[src/rtl/hazard_pkg.sv]
// Shared types for the pipeline hazard controller: FSM states, register index
// type and a width helper for the small internal counters.
package hazard_pkg;

    typedef enum logic [1:0] {
        RUN    = 2'd0,
        DRAIN  = 2'd1,
        HALTED = 2'd2
    } state_t;

    typedef logic [4:0] reg_idx_t;

    localparam reg_idx_t REG_ZERO = 5'd0;

    // Bits needed to hold values 0..max_val (at least one).
    function automatic int cnt_width(input int max_val);
        int w;
        w = 1;
        for (int i = 1; i < 31; i++) begin
            if ((max_val >> i) != 0) begin
                w = i + 1;
            end else begin
                w = w;
            end
        end
        return w;
    endfunction

endpackage

[src/rtl/hazard_detect.sv]
// Load-use hazard compare: a load in EX whose destination is read by the
// instruction in ID. Writes to register zero never create a dependency.
module hazard_detect
    import hazard_pkg::*;
(
    input  reg_idx_t id_rs,
    input  reg_idx_t id_rt,
    input  logic     id_uses_rs,
    input  logic     id_uses_rt,
    input  logic     ex_mem_read,
    input  reg_idx_t ex_rt,
    output logic     load_use
);

    logic w_rs_hit;
    logic w_rt_hit;

    assign w_rs_hit = id_uses_rs && (ex_rt == id_rs);
    assign w_rt_hit = id_uses_rt && (ex_rt == id_rt);
    assign load_use = ex_mem_read && (ex_rt != REG_ZERO) && (w_rs_hit || w_rt_hit);

endmodule

[src/rtl/pipeline_controller.sv]
// Hazard and sequencing controller for the five-stage pipeline: load-use
// stalls, branch/jump flushes, memory wait states with timeout, HLT drain.
module pipeline_controller
    import hazard_pkg::*;
#(
    parameter int DRAIN_CYCLES = 3,
    parameter int MEM_TIMEOUT  = 15,
    parameter int CNT_W        = 16
) (
    input  logic             clk,
    input  logic             reset,
    input  reg_idx_t         id_rs,
    input  reg_idx_t         id_rt,
    input  logic             id_uses_rs,
    input  logic             id_uses_rt,
    input  logic             id_jump,
    input  logic             id_hlt,
    input  logic             ex_mem_read,
    input  reg_idx_t         ex_rt,
    input  logic             ex_branch_taken,
    input  logic             mem_req,
    input  logic             mem_ready,
    output logic             pc_write,
    output logic             if_id_write,
    output logic             if_id_flush,
    output logic             id_ex_bubble,
    output logic             pipe_hold,
    output logic             mem_wb_bubble,
    output logic             halted,
    output logic             mem_err,
    output logic [CNT_W-1:0] stall_count
);

    localparam int DRAIN_W = cnt_width(DRAIN_CYCLES);
    localparam int WAIT_W  = cnt_width(MEM_TIMEOUT);

    state_t               r_state;
    state_t               w_next_state;
    logic [DRAIN_W-1:0]   r_drain_cnt;
    logic [WAIT_W-1:0]    r_wait_cnt;
    logic                 r_mem_err;
    logic [CNT_W-1:0]     r_stall_count;
    logic                 w_wait;
    logic                 w_lu;
    logic                 w_timeout;
    logic                 w_enter_drain;

    hazard_detect u_hazard_detect (
        .id_rs       (id_rs),
        .id_rt       (id_rt),
        .id_uses_rs  (id_uses_rs),
        .id_uses_rt  (id_uses_rt),
        .ex_mem_read (ex_mem_read),
        .ex_rt       (ex_rt),
        .load_use    (w_lu)
    );

    assign w_wait        = mem_req && !mem_ready;
    // The wait that would make the counter reach MEM_TIMEOUT is the fatal one.
    assign w_timeout     = w_wait && (r_state != HALTED) &&
                           (r_wait_cnt == WAIT_W'(MEM_TIMEOUT - 1));
    assign w_enter_drain = (r_state == RUN) && !w_wait && !ex_branch_taken &&
                           !w_lu && id_hlt;

    // State register.
    always_ff @(posedge clk or posedge reset) begin
        if (reset) begin
            r_state <= RUN;
        end else begin
            r_state <= w_next_state;
        end
    end

    // Next-state selection.
    always_comb begin
        w_next_state = r_state;
        case (r_state)
            RUN: begin
                if (w_timeout) begin
                    w_next_state = HALTED;
                end else if (w_enter_drain) begin
                    w_next_state = DRAIN;
                end else begin
                    w_next_state = RUN;
                end
            end
            DRAIN: begin
                if (w_timeout) begin
                    w_next_state = HALTED;
                end else if (!w_wait && (r_drain_cnt == DRAIN_W'(1))) begin
                    w_next_state = HALTED;
                end else begin
                    w_next_state = DRAIN;
                end
            end
            HALTED:  w_next_state = HALTED;
            default: w_next_state = RUN;
        endcase
    end

    // Output decode with RUN-state priority: wait, branch, load-use, HLT, jump.
    always_comb begin
        pc_write      = 1'b0;
        if_id_write   = 1'b0;
        if_id_flush   = 1'b0;
        id_ex_bubble  = 1'b0;
        pipe_hold     = 1'b0;
        mem_wb_bubble = 1'b0;
        halted        = 1'b0;
        case (r_state)
            RUN: begin
                if (w_wait) begin
                    pipe_hold     = 1'b1;
                    mem_wb_bubble = 1'b1;
                end else if (ex_branch_taken) begin
                    pc_write      = 1'b1;
                    if_id_flush   = 1'b1;
                    id_ex_bubble  = 1'b1;
                end else if (w_lu || id_hlt) begin
                    id_ex_bubble  = 1'b1;
                end else if (id_jump) begin
                    pc_write      = 1'b1;
                    if_id_flush   = 1'b1;
                end else begin
                    pc_write      = 1'b1;
                    if_id_write   = 1'b1;
                end
            end
            DRAIN: begin
                id_ex_bubble = 1'b1;
                if (w_wait) begin
                    pipe_hold     = 1'b1;
                    mem_wb_bubble = 1'b1;
                end else begin
                    pipe_hold     = 1'b0;
                end
            end
            HALTED: begin
                pipe_hold     = 1'b1;
                id_ex_bubble  = 1'b1;
                mem_wb_bubble = 1'b1;
                halted        = 1'b1;
            end
            default: begin
                pc_write = 1'b0;
            end
        endcase
    end

    // Drain and consecutive-wait counters; a wait cycle freezes the drain count.
    always_ff @(posedge clk or posedge reset) begin
        if (reset) begin
            r_drain_cnt <= '0;
            r_wait_cnt  <= '0;
        end else begin
            if (w_enter_drain) begin
                r_drain_cnt <= DRAIN_W'(DRAIN_CYCLES);
            end else if ((r_state == DRAIN) && !w_wait && (r_drain_cnt != '0)) begin
                r_drain_cnt <= r_drain_cnt - DRAIN_W'(1);
            end else begin
                r_drain_cnt <= r_drain_cnt;
            end
            if (w_wait && (r_state != HALTED) && !w_timeout) begin
                r_wait_cnt <= r_wait_cnt + WAIT_W'(1);
            end else begin
                r_wait_cnt <= '0;
            end
        end
    end

    // Sticky timeout flag and saturating stall-cycle counter.
    always_ff @(posedge clk or posedge reset) begin
        if (reset) begin
            r_mem_err     <= 1'b0;
            r_stall_count <= '0;
        end else begin
            r_mem_err <= r_mem_err || w_timeout;
            if (!pc_write && (r_state != HALTED) && (r_stall_count != {CNT_W{1'b1}})) begin
                r_stall_count <= r_stall_count + CNT_W'(1);
            end else begin
                r_stall_count <= r_stall_count;
            end
        end
    end

    assign mem_err     = r_mem_err;
    assign stall_count = r_stall_count;

endmodule

[config.mk]
export PLATFORM = sky130hd
export DESIGN_NAME = pipeline_controller
export DESIGN_NICKNAME = d
export VERILOG_FILES = /design/src/rtl/hazard_pkg.sv /design/src/rtl/hazard_detect.sv /design/src/rtl/pipeline_controller.sv
export SDC_FILE = /design/constraint.sdc
export NUM_CORES = 1
export LEC_CHECK = 0
export ABC_AREA = 1
export BUFFER_PORTS_ARGS = -buffer_cell sky130_fd_sc_hd__buf_2
export CAP_MARGIN = 20
export CORE_UTILIZATION = 53
export DETAILED_ROUTE_END_ITERATION = 16
export GPL_TIMING_DRIVEN = 0
export PLACE_DENSITY = 0.79
export SKIP_CTS_REPAIR_TIMING = 1
export SLEW_MARGIN = 0
export SYNTH_ARGS = -nofsm -noshare
export SYNTH_HDL_FRONTEND = slang
export SYNTH_HIERARCHICAL = 1
export SYNTH_SLANG_ARGS = --single-unit
[constraint.sdc]
create_clock -name clk -period 2.2 [get_ports clk]
set_clock_uncertainty 0.15 [all_clocks]
set_input_delay 0.11 -clock clk [delete_from_list [all_inputs] [get_ports clk]]
set_output_delay 0.11 -clock clk [all_outputs]
set_load 0.02 [all_outputs]
==> impl_metrics.csv <==
group,metric,value,unit
run_status,outcome,"finished clean",
placement,dpl.cell_count,373,
drt,drc,0,
worst_setup_path,r2r-end,"stall_count[0]",
floorplanning,core_area,0.00334,sq mm
clock_network,clock_latency,0.33,ns
finish,multi_input_area,0.00104,sq mm
floorplanning,die_h,61.2,um
hold_path,hold_start,"mem_ready",
logic_synthesis,ys_top_cells_by_area,"dfrtp_1 34%, nand2_1 20%, inv_1 7.7%",
worst_setup_path,end_kind,"output pin",
drt,drt_iter0_markers,99,
power_and_ir_drop,p_clk_share,27.7,%
worst_setup_path,r2r_slack,0.44,ns
power_and_ir_drop,power_density,342,mW/mm^2
floorplanning,die_w,61.2,um
worst_setup_path,r2r_start,"r_state[1]",
worst_setup_path,worstSetupStartpointType,"register",
finish,fin_cells,381,
power_and_ir_drop,p_seq_share,60.5,%
worst_setup_path,cpMaxStageDelayCell,"dfrtp_1",
power_and_ir_drop,switching_share,25.0,%
finish,antenna_cells,0,
drt,wirelength,3.76,mm
worst_setup_path,crit_fanout,5,
sta,setup_viol,0,
power_and_ir_drop,p_int,0.575,mW
sta,rsz0062_at_grt,"no",
hold_path,min_to,"r_wait_cnt[1]",
floorplanning,start_util,55.7,%
logic_synthesis,synth_ff_type,"dfrtp_1",
hold_path,hold_path_class,"primary input to register",
logic_synthesis,yosysTopAreaCellShare,33.6,%
finish,register_area,626,sq um
logic_synthesis,synth_cell_types,22,
logic_synthesis,syn-cell-area,0.00186,sq mm
global_route,track_usage,23.0,%
drt,drt_pass1_iterations,4,
worst_setup_path,ff2ff_path_depth,10,
worst_setup_path,critPathArrivalTime,1.51,ns
sta,slew_headroom,73.6,%
logic_synthesis,synth.most_common_cell,"nand2_1",
power_and_ir_drop,switchingPower,0.192,mW
logic_synthesis,synth_area_per_cell,6.66,sq um
hold_path,whs_path_depth,4,
flow_run,cap_violations,0,
global_route,overflow,0,
clock_network,clkTransAtPathRegs,0.13,ns
worst_setup_path,slowest_delay,0.42,ns
floorplanning,num_rows,21,
logic_synthesis,ys_seq_area_share,33.6,%
floorplanning,die-area,0.00375,sq mm
clock_network,clock_path_buffers,2,
power_and_ir_drop,irDropWorstVdd,0.000270,V
global_route,antenna_found_initial,0,
drt,via_per_inst,4.81,
drt,routed-via-count,1831,
logic_synthesis,synthTopCellsByCount,"100 x nand2_1, 38 x inv_1, 36 x nor2_1",
sta,hold_viol,0,
clock_network,cts_tree,"yes",
finish,drive_gt1_share,23.6,%
worst_setup_path,cp_cell_sequence,"inv_1 > ha_1 > nand2_2 > inv_2 > nand2_1 > nor2_1 > buf_2",
placement,globalplace.congestion,0.887,
drt,ant_nets,0,
clock_network,ctsRootBufferMaster,"clkbuf_4",
placement,hpwl,3.00,mm
power_and_ir_drop,cellLeakagePower,1.30,nW
logic_synthesis,synth_edf_count,0,
logic_synthesis,yosys_warnings,6,
sta,finalSetupTns,0,ns
sta,final.min_clock_period,1.77,ns
clock_network,htreeDepth,1,
sta,max_freq,564,MHz
finish,fillCellCount,320,
logic_synthesis,synth_cells,279,
sta,worstMarginPinSlew,0.392,ns
sta,slew_violations,0,
worst_setup_path,critPathRequiredTime,1.94,ns
placement,numPortBuffers,48,
finish,layout.nets,370,
logic_synthesis,yosys.area.top_type,"dfrtp_1",
drt,wl_per_cell,9.88,um
worst_setup_path,critical_path_class,"register to output pin",
global_route,grt_pass1_vias,1571,
global_route,grt_max_degree,26,
clock_network,cts_num_sinks,25,
floorplanning,io_pins,49,
power_and_ir_drop,power_frac_comb,11.9,%
global_route,grt_pass1_wl,6.51,mm
finish,syn2layout_area_growth,20.5,%
logic_synthesis,ys_seq_elements,25,
logic_synthesis,async_flop_share,100,%
clock_network,cts_made_buffers,3,
logic_synthesis,synth_nets,313,
sta,post-route-period-util,80.6,%
==> layout by cell type, fill, tap and decap left out <==
master and n:
a21oi_1 5, nor2_1 36, nor3_1 4, inv_2 3, dlygate4sd3_1 3, dfrtp_1 25
nand2_1 100, xnor2_1 1, clkbuf_1 1, or2_2 1, buf_2 48, o21ai_1 1
clkbuf_4 3, nand3_1 12, buf_4 1, nand2_2 8, buf_6 2, inv_1 38
o21ai_2 6, nand4_1 5, xor2_1 7, nand2_4 1, nor2_4 4, ha_1 9
buf_16 1, o21ai_0 9, clkinv_2 1
==> power groups by stage <==
stage               logic, mW  registers [mW]  clock network [mW]
floorplan              0.0444           0.473                   0
global placement       0.0800           0.472                   0
detailed placement     0.0820           0.472                   0
CTS                    0.0823           0.464               0.220
global route            0.108           0.464               0.230
finish                 0.0911           0.464               0.212
==> registers in the layout, summed over array words and instances, names as in the netlist <==
name         flops
stall_count     16
r_wait_cnt       4
r_drain_cnt      2
r_state          2
mem_err          1
==> kinds of logic (layout without fill, tap and decap cells) <==
| kind of cell | Yosys count | after routing | share of synthesized area, % |
|---|---|---|---|
| and+or+nand+nor | 171 | 171 | 39.5 |
| buffers and inverters | 45 | 101 | 10.2 |
| DFF | 25 | 25 | 33.6 |
| AOI/OAI and AO/OA | 21 | 21 | 6.86 |
| adders and majority gates | 9 | 9 | 6.06 |
| xor gates and xnor gates | 8 | 8 | 3.77 |
==> metal layers <==
layer	global-route usage, %	wire [um]	share of wire, %	vias up
met5	0	0	0	-
met4	8.12	46	1.2	0
met3	2.52	173	4.6	4
met2	36.6	1760	47	43
met1	32.3	1790	48	817
li1	-	-	-	967
==> worst max-delay path: cells and delay by family (launching register included) <==
family        cells  cell delay [ns]
buf+inv           3             0.34
fa+ha+maj         1             0.19
simple gates      3             0.25
flops             1             0.42
==> through the flow <==
| step | util, % | setup slack, ns | power (mW) | hold slack, ns | instance area, sq um |
|---|---|---|---|---|---|
| finish | 67.2 | 0.427 | 0.767 | 0.0251 | 2240 |
| global route | 67.2 | 0.181 | 0.802 | 0.0631 | 2240 |
| CTS | 65.4 | 0.404 | 0.766 | -0.141 | 2180 |
| detailed placement | 64.6 | 0.304 | 0.554 | 0.234 | 2160 |
| global placement | 64.6 | 0.348 | 0.552 | 0.225 | 2160 |
| floorplan | - | 0.485 | 0.518 | -0.0127 | 1860 |
==> worst max-delay path by stage <==
stage | start | end | depth (start not counted)
6_report | r_state[0] | if_id_flush | 7
5_1_grt | r_state[0] | stall_count[14] | 10
4_1_cts | r_state[0] | if_id_flush | 7
3_5_place_dp | ex_rt[3] | stall_count[5] | 13
3_3_place_gp | ex_rt[3] | stall_count[15] | 14
2_1_floorplan | stall_count[1] | stall_count[3] | 9
==> area by class of cell <==
cell class / instances / share of cell area (%)
Inverter: 42 / 7.09
Sequential cell: 25 / 27.9
Tap cell: 46 / 2.57
Clock buffer: 4 / 1.17
Timing Repair Buffer: 52 / 13.3
Buffer: 3 / 1.34
Multi-Input combinational cell: 209 / 46.6
(Power assumes the default switching activity.)
